`config.mk`:
```
export PLATFORM = sky130hd
export DESIGN_NAME = launch_controller
export DESIGN_NICKNAME = d
export VERILOG_FILES = /design/src/rtl/missile_pkg.sv /design/src/rtl/launch_timer.sv /design/src/rtl/launch_controller.sv
export SDC_FILE = /design/constraint.sdc
export NUM_CORES = 1
export LEC_CHECK = 0
export BUFFER_PORTS_ARGS = -buffer_cell sky130_fd_sc_hd__buf_4
export CAP_MARGIN = 15
export CORE_MARGIN = 2
export CORE_UTILIZATION = 33
export DETAILED_ROUTE_END_ITERATION = 8
export SYNTH_ARGS = -nofsm -noshare
export SYNTH_HDL_FRONTEND = slang
export SYNTH_SLANG_ARGS = --single-unit
export TNS_END_PERCENT = 1
```
`constraint.sdc`:
```
create_clock -name clock -period 5.6 [get_ports clock]
set_input_delay 0.56 -clock clock [delete_from_list [all_inputs] [get_ports clock]]
set_output_delay 0.56 -clock clock [all_outputs]
set_load 0.02 [all_outputs]
```
`src/rtl/missile_pkg.sv`:
```
// Shared definitions for the launch sequencer and the command interpreter.
package missile_pkg;

  typedef enum logic [2:0] {
    IDLE     = 3'd0,
    ARM      = 3'd1,
    LAUNCH   = 3'd2,
    FLIGHT   = 3'd3,
    COOLDOWN = 3'd4,
    OUT      = 3'd5
  } state_e;

  localparam int unsigned VEL_MAX                = 99999;
  localparam int unsigned ANGLE_MAX              = 90;
  localparam int unsigned VEL_DEFAULT            = 60;
  localparam int unsigned ANGLE_DEFAULT          = 70;
  localparam int unsigned SHOTS_DEFAULT          = 10;
  localparam int unsigned FLIGHT_TIMEOUT_DEFAULT = 500_000_000;
  localparam int unsigned COOLDOWN_DEFAULT       = 25_000_000;

  // Bits needed to hold (max(a, b) - 1), never less than one.
  function automatic int unsigned timer_width(input int unsigned a, input int unsigned b);
    int unsigned m;
    m = (a > b) ? a : b;
    return (m > 1) ? $clog2(m) : 1;
  endfunction

endpackage

```
`src/rtl/launch_timer.sv`:
```
// Loadable down-counter shared by the flight timeout and the cooldown wait.
// expired_o is high while the count sits at zero.
module launch_timer #(
  parameter int unsigned W = 32
) (
  input  logic         clock_i,
  input  logic         reset_i,
  input  logic         clear_i,
  input  logic         load_i,
  input  logic [W-1:0] load_val_i,
  output logic         expired_o
);

  logic [W-1:0] count_q, count_d;

  // Clear beats load; otherwise count down and park at zero.
  always_comb begin
    count_d = count_q;
    if (clear_i) begin
      count_d = '0;
    end else if (load_i) begin
      count_d = load_val_i;
    end else if (count_q != '0) begin
      count_d = count_q - W'(1);
    end
  end

  // Count register.
  always_ff @(posedge clock_i) begin
    if (reset_i) begin
      count_q <= '0;
    end else begin
      count_q <= count_d;
    end
  end

  assign expired_o = (count_q == '0);

endmodule

```
`src/rtl/launch_controller.sv`:
```
// One-shot-at-a-time launch sequencer between the command interpreter and
// the physics engine.
//
//   state    | meaning
//   ---------+--------------------------------------------------------
//   IDLE     | waiting for fire, pending operands may change
//   ARM      | one cycle; launch registers already hold the shot
//   LAUNCH   | launch_start asserted until the engine acks
//   FLIGHT   | waiting for flight_done or the timeout
//   COOLDOWN | fixed dead time before the next shot
//   OUT      | no shots left; only a game reset leaves
module launch_controller
  import missile_pkg::*;
#(
  parameter int unsigned SHOTS           = SHOTS_DEFAULT,
  parameter int unsigned FLIGHT_TIMEOUT  = FLIGHT_TIMEOUT_DEFAULT,
  parameter int unsigned COOLDOWN_CYCLES = COOLDOWN_DEFAULT
) (
  input  logic        clock,
  input  logic        reset,
  input  logic        set_v,
  input  logic        set_a,
  input  logic        fire,
  input  logic        game_reset,
  input  logic [31:0] velocity_in,
  input  logic [31:0] angle_in,
  input  logic        launch_ack,
  input  logic        flight_done,
  input  logic        hit,
  output logic        launch_start,
  output logic [31:0] launch_velocity,
  output logic [31:0] launch_angle,
  output logic        busy,
  output logic [7:0]  shots_left,
  output logic [15:0] score,
  output logic        cmd_error,
  output logic        timeout
);

  localparam int unsigned    TW          = timer_width(FLIGHT_TIMEOUT, COOLDOWN_CYCLES);
  localparam logic [TW-1:0]  FLIGHT_LOAD = TW'(FLIGHT_TIMEOUT - 1);
  localparam logic [TW-1:0]  COOL_LOAD   = TW'(COOLDOWN_CYCLES - 1);

  state_e        state_q, state_d;
  logic [31:0]   pend_v_q, pend_v_d;
  logic [31:0]   pend_a_q, pend_a_d;
  logic [31:0]   launch_v_q, launch_v_d;
  logic [31:0]   launch_a_q, launch_a_d;
  logic          launch_start_q, launch_start_d;
  logic          busy_q, busy_d;
  logic [7:0]    shots_q, shots_d;
  logic [15:0]   score_q, score_d;
  logic          cmd_err_q, cmd_err_d;
  logic          timeout_q, timeout_d;

  logic          timer_clear, timer_load, timer_expired;
  logic [TW-1:0] timer_val;

  logic v_ok, a_ok, fire_ok, acked, flight_timed_out;

  assign v_ok             = (velocity_in != 32'd0) && (velocity_in <= 32'(VEL_MAX));
  assign a_ok             = (angle_in <= 32'(ANGLE_MAX));
  assign fire_ok          = fire && (state_q == IDLE) && (shots_q != 8'd0);
  assign acked            = (state_q == LAUNCH) && launch_ack;
  // A landing reported on the expiry cycle takes precedence over the timeout.
  assign flight_timed_out = (state_q == FLIGHT) && timer_expired && !flight_done;

  launch_timer #(.W(TW)) u_timer (
    .clock_i    (clock),
    .reset_i    (reset),
    .clear_i    (timer_clear),
    .load_i     (timer_load),
    .load_val_i (timer_val),
    .expired_o  (timer_expired)
  );

  // State register.
  always_ff @(posedge clock) begin
    if (reset) begin
      state_q <= IDLE;
    end else begin
      state_q <= state_d;
    end
  end

  // Next-state logic; a game reset overrides every transition.
  always_comb begin
    state_d = state_q;
    if (game_reset) begin
      state_d = IDLE;
    end else begin
      case (state_q)
        IDLE:     if (fire_ok) state_d = ARM;
        ARM:      state_d = LAUNCH;
        LAUNCH:   if (launch_ack) state_d = FLIGHT;
        FLIGHT:   if (flight_done || timer_expired) state_d = COOLDOWN;
        COOLDOWN: if (timer_expired) state_d = (shots_q == 8'd0) ? OUT : IDLE;
        OUT:      state_d = OUT;
        default:  state_d = IDLE;
      endcase
    end
  end

  // Next values of the registered outputs, pending operands and timer control.
  always_comb begin
    pend_v_d    = pend_v_q;
    pend_a_d    = pend_a_q;
    launch_v_d  = launch_v_q;
    launch_a_d  = launch_a_q;
    shots_d     = shots_q;
    score_d     = score_q;
    cmd_err_d   = 1'b0;
    timeout_d   = 1'b0;
    timer_clear = 1'b0;
    timer_load  = 1'b0;
    timer_val   = '0;

    if (game_reset) begin
      pend_v_d    = 32'(VEL_DEFAULT);
      pend_a_d    = 32'(ANGLE_DEFAULT);
      shots_d     = 8'(SHOTS);
      score_d     = 16'd0;
      timer_clear = 1'b1;
    end else begin
      if (set_v && v_ok) pend_v_d = velocity_in;
      if (set_a && a_ok) pend_a_d = angle_in;
      // Latch the pre-update pending values so a same-cycle set only
      // affects the following shot.
      if (fire_ok) begin
        launch_v_d = pend_v_q;
        launch_a_d = pend_a_q;
      end
      cmd_err_d = (set_v && !v_ok) || (set_a && !a_ok) || (fire && !fire_ok);
      if (acked) begin
        shots_d    = shots_q - 8'd1;
        timer_load = 1'b1;
        timer_val  = FLIGHT_LOAD;
      end
      if ((state_q == FLIGHT) && flight_done && hit && (score_q != 16'hFFFF)) begin
        score_d = score_q + 16'd1;
      end
      timeout_d = flight_timed_out;
      if ((state_q == FLIGHT) && (state_d == COOLDOWN)) begin
        timer_load = 1'b1;
        timer_val  = COOL_LOAD;
      end
    end

    launch_start_d = (state_d == LAUNCH);
    busy_d         = (state_d != IDLE) && (state_d != OUT);
  end

  // Output and datapath registers.
  always_ff @(posedge clock) begin
    if (reset) begin
      pend_v_q       <= 32'(VEL_DEFAULT);
      pend_a_q       <= 32'(ANGLE_DEFAULT);
      launch_v_q     <= 32'(VEL_DEFAULT);
      launch_a_q     <= 32'(ANGLE_DEFAULT);
      launch_start_q <= 1'b0;
      busy_q         <= 1'b0;
      shots_q        <= 8'(SHOTS);
      score_q        <= 16'd0;
      cmd_err_q      <= 1'b0;
      timeout_q      <= 1'b0;
    end else begin
      pend_v_q       <= pend_v_d;
      pend_a_q       <= pend_a_d;
      launch_v_q     <= launch_v_d;
      launch_a_q     <= launch_a_d;
      launch_start_q <= launch_start_d;
      busy_q         <= busy_d;
      shots_q        <= shots_d;
      score_q        <= score_d;
      cmd_err_q      <= cmd_err_d;
      timeout_q      <= timeout_d;
    end
  end

  assign launch_start    = launch_start_q;
  assign launch_velocity = launch_v_q;
  assign launch_angle    = launch_a_q;
  assign busy            = busy_q;
  assign shots_left      = shots_q;
  assign score           = score_q;
  assign cmd_error       = cmd_err_q;
  assign timeout         = timeout_q;

endmodule

```
==> qor_table.md <==
| Stage | Quantity | Reported |
| --- | --- | --- |
| timing | Tightest slew margin relative to the limit | 41.07% |
| global route | Remaining global-route overflow | 0 |
| worst setup path | Type of the worst setup path | reg -> reg |
| cells and area | Fraction of layout cells with a size suffix above 1 | 22.75% |
| floorplanning | Initial Util | 33.36% |
| route | DRC | 0 |
| power and ir drop | Maximum ir drop on the vdd rail | 255.7 uV |
| route | Number of vias after detailed routing | 5,959 |
| floorplanning | Die Span X | 151.8 um |
| worst setup path | CP endpoint kind | flip-flop |
| timing | Worst-case hold slack | 0.3455 ns |
| power and ir drop | Leak Pwr | 3.768 nW |
| cells and area | # diodes | 0 |
| route | WL per Instance | 14.37 um |
| route | Ratio of routed vias to standard cells | 4.779 |
| global route | Via count of the first global-routing pass | 5,476 |
| floorplanning | Die outline area | 23,060 um2 |
| power and ir drop | Areal power density over the cells | 411.1 nW/um2 |
| route | Total Routed Length | 17,920 um |
| timing | Min cycle time layout | 2.940 ns |
| cells and area | Synthesis-to-layout area growth | 28.62% |
| timing | Fin crit share | 52.50% |
| logic synthesis | Gate Count Post-Synth | 810 |
| power and ir drop | Switching share of total power | 34.78% |
| clock network | CTS Hold Bufs | 0 |
| worst setup path | Worst setup path startpoint | u_timer.count_q[20]$_SDFFE_PP0P_ |
| power and ir drop | Int Power | 0.002488 W |
| logic synthesis | Syn nets | 887 |
| power and ir drop | Design Power | 0.003814 W |
| timing | Maximum frequency from static timing analysis | 340.2 MHz |
| timing | Slew @ Worst Pin | 0.8759 ns |
| place | Port Buffers | 164 |
| clock network | Max Buffers Root-to-Sink | 2 |
| cells and area | Post-layout nets | 1,031 |
| floorplanning | Die span in y | 151.8 um |
| clock network | Clock transition at path regs | 0.08 ns |
| flow run | Max-cap violations | 0 |
| timing | Max-slew violation count | 0 |
| power and ir drop | Sequential fraction of design power | 38.8% |
| logic synthesis | Yosys reg bits | 188 |
| place | Detailed placement HPWL | 12,020 um |
| logic synthesis | Fraction of the mapped netlist area in adder cells | 0.6938% |
| logic synthesis | Area fraction in and, or, nand and nor cells after synthesis | 26.19% |
| clock network | Clock tree from TritonCTS | done |
| logic synthesis | Complex-gate fraction of the synthesized area | 9.263% |
| logic synthesis | Share of flip-flops with an asynchronous set or reset | 0% |
| logic synthesis | Ys Warns | 0 |
| clock network | Root Buffer | sky130_fd_sc_hd__clkbuf_16 |
| power and ir drop | Relative contribution of combinational cells to total power | 29.3% |
| logic synthesis | Post-synthesis cell area | 7213 um2 |
| clock network | Number of setup buffers added after CTS | 0 |
| logic synthesis | Fraction of synthesized area in multiplexers | 3.608% |
| route | DRT Pass-1 Iters | 5 |
| power and ir drop | Fraction of power consumed by the clock network | 31.9% |
| timing | Final setup violation count | 0 |
| timing | Setup TNS | 0 ns |
| outcome | Status | finished clean |
| timing | Unrepaired setup endpoints after global routing | no |
| logic synthesis | Avg Inst Size Synth | 8.905 um2 |
| logic synthesis | Sequential cell area fraction in the yosys report | 52.18% |
| logic synthesis | Count of flip-flops with a built-in enable after synthesis | 0 |
| clock network | Clk_lat worst skew | 0.44 ns |
| global route | Number of antenna violations at the first check in global routing | 0 |
| worst setup path | CP startpoint kind | flip-flop |
| place | Placed Cells incl. Taps | 1,215 |
| worst setup path | Reg2Reg Launch Point | u_timer.count_q[20]$_SDFFE_PP0P_ |
| floorplanning | Total number of placement rows | 54 |
| floorplanning | I/O pin total | 165 |
| hold path | Worst Min Path Start | angle_in[6] |
| cells and area | Core occupancy in the finished layout | 42.91% |
| logic synthesis | Number of different library cells in the post-synthesis netlist | 57 |
| cells and area | Count of placed standard cells in the final layout, fillers left out | 1,247 |
| place | Final Wtd Congestion | 0.8357 |
| logic synthesis | Main flop type after synthesis | sky130_fd_sc_hd__dfxtp_1 |
| power and ir drop | Switching power | 0.001327 W |
| route | Initial detailed-routing violation count | 337 |
| global route | Overall track demand over capacity in global routing | 15.46% |
| floorplanning | Area of the core | 21,620 um2 |
| worst setup path | WP data required | 5.95 ns |
| cells and area | Fill cell count | 2,149 |
| logic synthesis | Xor/xnor share of the synthesized area | 5.100% |
| global route | Global-route wire length before repair | 29,270 um |
| worst setup path | Worst Path Max Fanout | 13 |
| worst setup path | Arrival time at the worst endpoint | 3.29 ns |
| hold path | Worst hold path type | in -> reg |
| logic synthesis | Largest family of logic cells by synthesized area | simple AND/OR/NAND/NOR gates |
| timing | Total count of hold-check failures in the final report | 0 |
| timing | Final worst clock skew | 0.01739 ns |
| clock network | H-Tree Level Count | 4 |
| clock network | TritonCTS Buffers | 17 |
| clock network | Post-CTS sizing | 0 |
| global route | Pin count of the biggest net entering global routing | 67 |
| clock network | Clock sinks | 188 |
| route | Number of routed nets with antenna violations | 0 |
[final cells by class]
type / count / area, um2 / area share, %
clock buffers: 17 / 425.4 / 4.585
multi-input cells: 570 / 3246 / 34.98
inverters: 7 / 26.28 / 0.2832
clock inverters: 15 / 190.2 / 2.050
well taps: 280 / 350.3 / 3.776
flip-flops and latches: 188 / 3764 / 40.57
repair buffers: 170 / 1276 / 13.76
[power groups by stage]
stage / Combinational [W] / Sequential [W] / Clock, W
2_1_floorplan: 0.000904 / 0.00150 / 0
6_report: 0.00112 / 0.00148 / 0.00122
3_3_place_gp: 0.00111 / 0.00151 / 0
4_1_cts: 0.00112 / 0.00148 / 0.00125
3_5_place_dp: 0.00111 / 0.00151 / 0
5_1_grt: 0.00123 / 0.00149 / 0.00131
[worst max-delay path, stage by stage, from the launching register on]
cell,delay [ns]
sky130_fd_sc_hd__dfxtp_1,0.34
sky130_fd_sc_hd__nor4_1,0.77
sky130_fd_sc_hd__nand4b_1,0.37
sky130_fd_sc_hd__nor3_4,0.60
sky130_fd_sc_hd__o21ai_2,0.19
sky130_fd_sc_hd__and2_1,0.36
sky130_fd_sc_hd__a21oi_1,0.22
[metal layers]
layer  vias up  track usage (%)  part of all wire [%]
met3        10            4.050                   4.8
li1       3050                -                     -
met4         0            4.717                  0.98
met2       123            24.71                    48
met5         -                0                     0
met1      2776            20.56                    47
[state kept, by name, summed over array words and instances (netlist names)]
register         flops
launch_start         1
launch_velocity     32
shots_left           8
timeout              1
launch_angle        32
score               16
u_timer.count_q     29
pend_v_q            32
busy                 1
state_q              3
pend_a_q            32
cmd_error            1
[path summary, 6_finish.rpt]
check / to / slack, ns / depth (start not counted)
setup / recovery: u_timer.count_q[19]$_SDFFE_PP0P_ / 2.66 / 6
hold / removal: pend_a_q[6]$_SDFFE_PP1P_ / 0.35 / 3
setup reg to reg: u_timer.count_q[19]$_SDFFE_PP0P_ / 2.66 / 6
hold reg to reg: launch_velocity[18]$_SDFFE_PP0P_ / 0.44 / 2
[synth_stat cells (all sizes together), types with 2 or more instances]
cell type  instances  area share [%]
clkbuf            31             1.6
inv                7            0.36
o21bai             2            0.26
nand4b             3            0.36
nand3             17             1.3
or4               10             1.2
o211a              3            0.42
xnor2             26             3.2
mux2i             26             3.6
nor4b              3            0.45
nor4              19             1.9
nor2              64             3.3
buf               14            0.97
or2                4            0.35
nor3              22             1.7
nand2b             2            0.17
nand4             12             1.0
a21oi             86             6.0
o41ai              2            0.35
xor2              16             1.9
o211ai             3            0.31
o21ai              8            0.61
o21a               3            0.31
nand2            159             8.3
ha                 4            0.69
nor3b              2            0.21
dfxtp            188              52
a211oi             2            0.21
nand3b             8            0.83
nor2b              2            0.17
and2              28             2.4
or3                5            0.43
and3              18             1.6
[stage by stage]
step	worst slack (ns)	instance area, um2
2_1_floorplan	3.269	7213
3_3_place_gp	2.865	8662
3_5_place_dp	2.705	8662
4_1_cts	2.669	9278
5_1_grt	2.383	9278
6_report	2.660	9278
[cell families (layout without fill, tap and decap cells)]
family	count (synthesis)	in the layout
muxes	26	26
adders and majority gates	4	4
buffers and inverters	52	209
and+or+nand+nor	382	382
AOI/OAI and AO/OA	116	116
xor gates and xnor gates	42	42
DFF	188	188
[cell usage in the layout, fill, tap and decap left out, types with 2 or more instances in the layout]
cell | Yosys | layout
sky130_fd_sc_hd__a211oi_1 | 2 | 2
sky130_fd_sc_hd__a21oi_1 | 86 | 86
sky130_fd_sc_hd__and2_1 | 28 | 28
sky130_fd_sc_hd__and3_1 | 18 | 18
sky130_fd_sc_hd__buf_4 | 1 | 170
sky130_fd_sc_hd__clkbuf_16 | 0 | 17
sky130_fd_sc_hd__clkinv_8 | 0 | 7
sky130_fd_sc_hd__dfxtp_1 | 188 | 188
sky130_fd_sc_hd__ha_1 | 4 | 4
sky130_fd_sc_hd__inv_1 | 7 | 7
sky130_fd_sc_hd__inv_6 | 0 | 5
sky130_fd_sc_hd__mux2i_1 | 26 | 26
sky130_fd_sc_hd__nand2_1 | 159 | 159
sky130_fd_sc_hd__nand2b_1 | 2 | 2
sky130_fd_sc_hd__nand3_1 | 15 | 15
sky130_fd_sc_hd__nand3_2 | 2 | 2
sky130_fd_sc_hd__nand3b_1 | 8 | 8
sky130_fd_sc_hd__nand4_1 | 12 | 12
sky130_fd_sc_hd__nand4b_1 | 3 | 3
sky130_fd_sc_hd__nor2_1 | 64 | 62
sky130_fd_sc_hd__nor2b_1 | 2 | 2
sky130_fd_sc_hd__nor3_1 | 21 | 21
sky130_fd_sc_hd__nor3b_1 | 2 | 2
sky130_fd_sc_hd__nor4_1 | 18 | 18
sky130_fd_sc_hd__nor4b_1 | 2 | 2
sky130_fd_sc_hd__o211a_1 | 3 | 3
sky130_fd_sc_hd__o211ai_1 | 3 | 3
sky130_fd_sc_hd__o21a_1 | 3 | 3
sky130_fd_sc_hd__o21ai_0 | 6 | 6
sky130_fd_sc_hd__or2_2 | 2 | 3
sky130_fd_sc_hd__or3_1 | 5 | 5
sky130_fd_sc_hd__or4_1 | 7 | 7
sky130_fd_sc_hd__or4_4 | 3 | 3
sky130_fd_sc_hd__xnor2_1 | 26 | 26
sky130_fd_sc_hd__xor2_1 | 16 | 16
No activity file was read; power rests on OpenSTA's default activity.
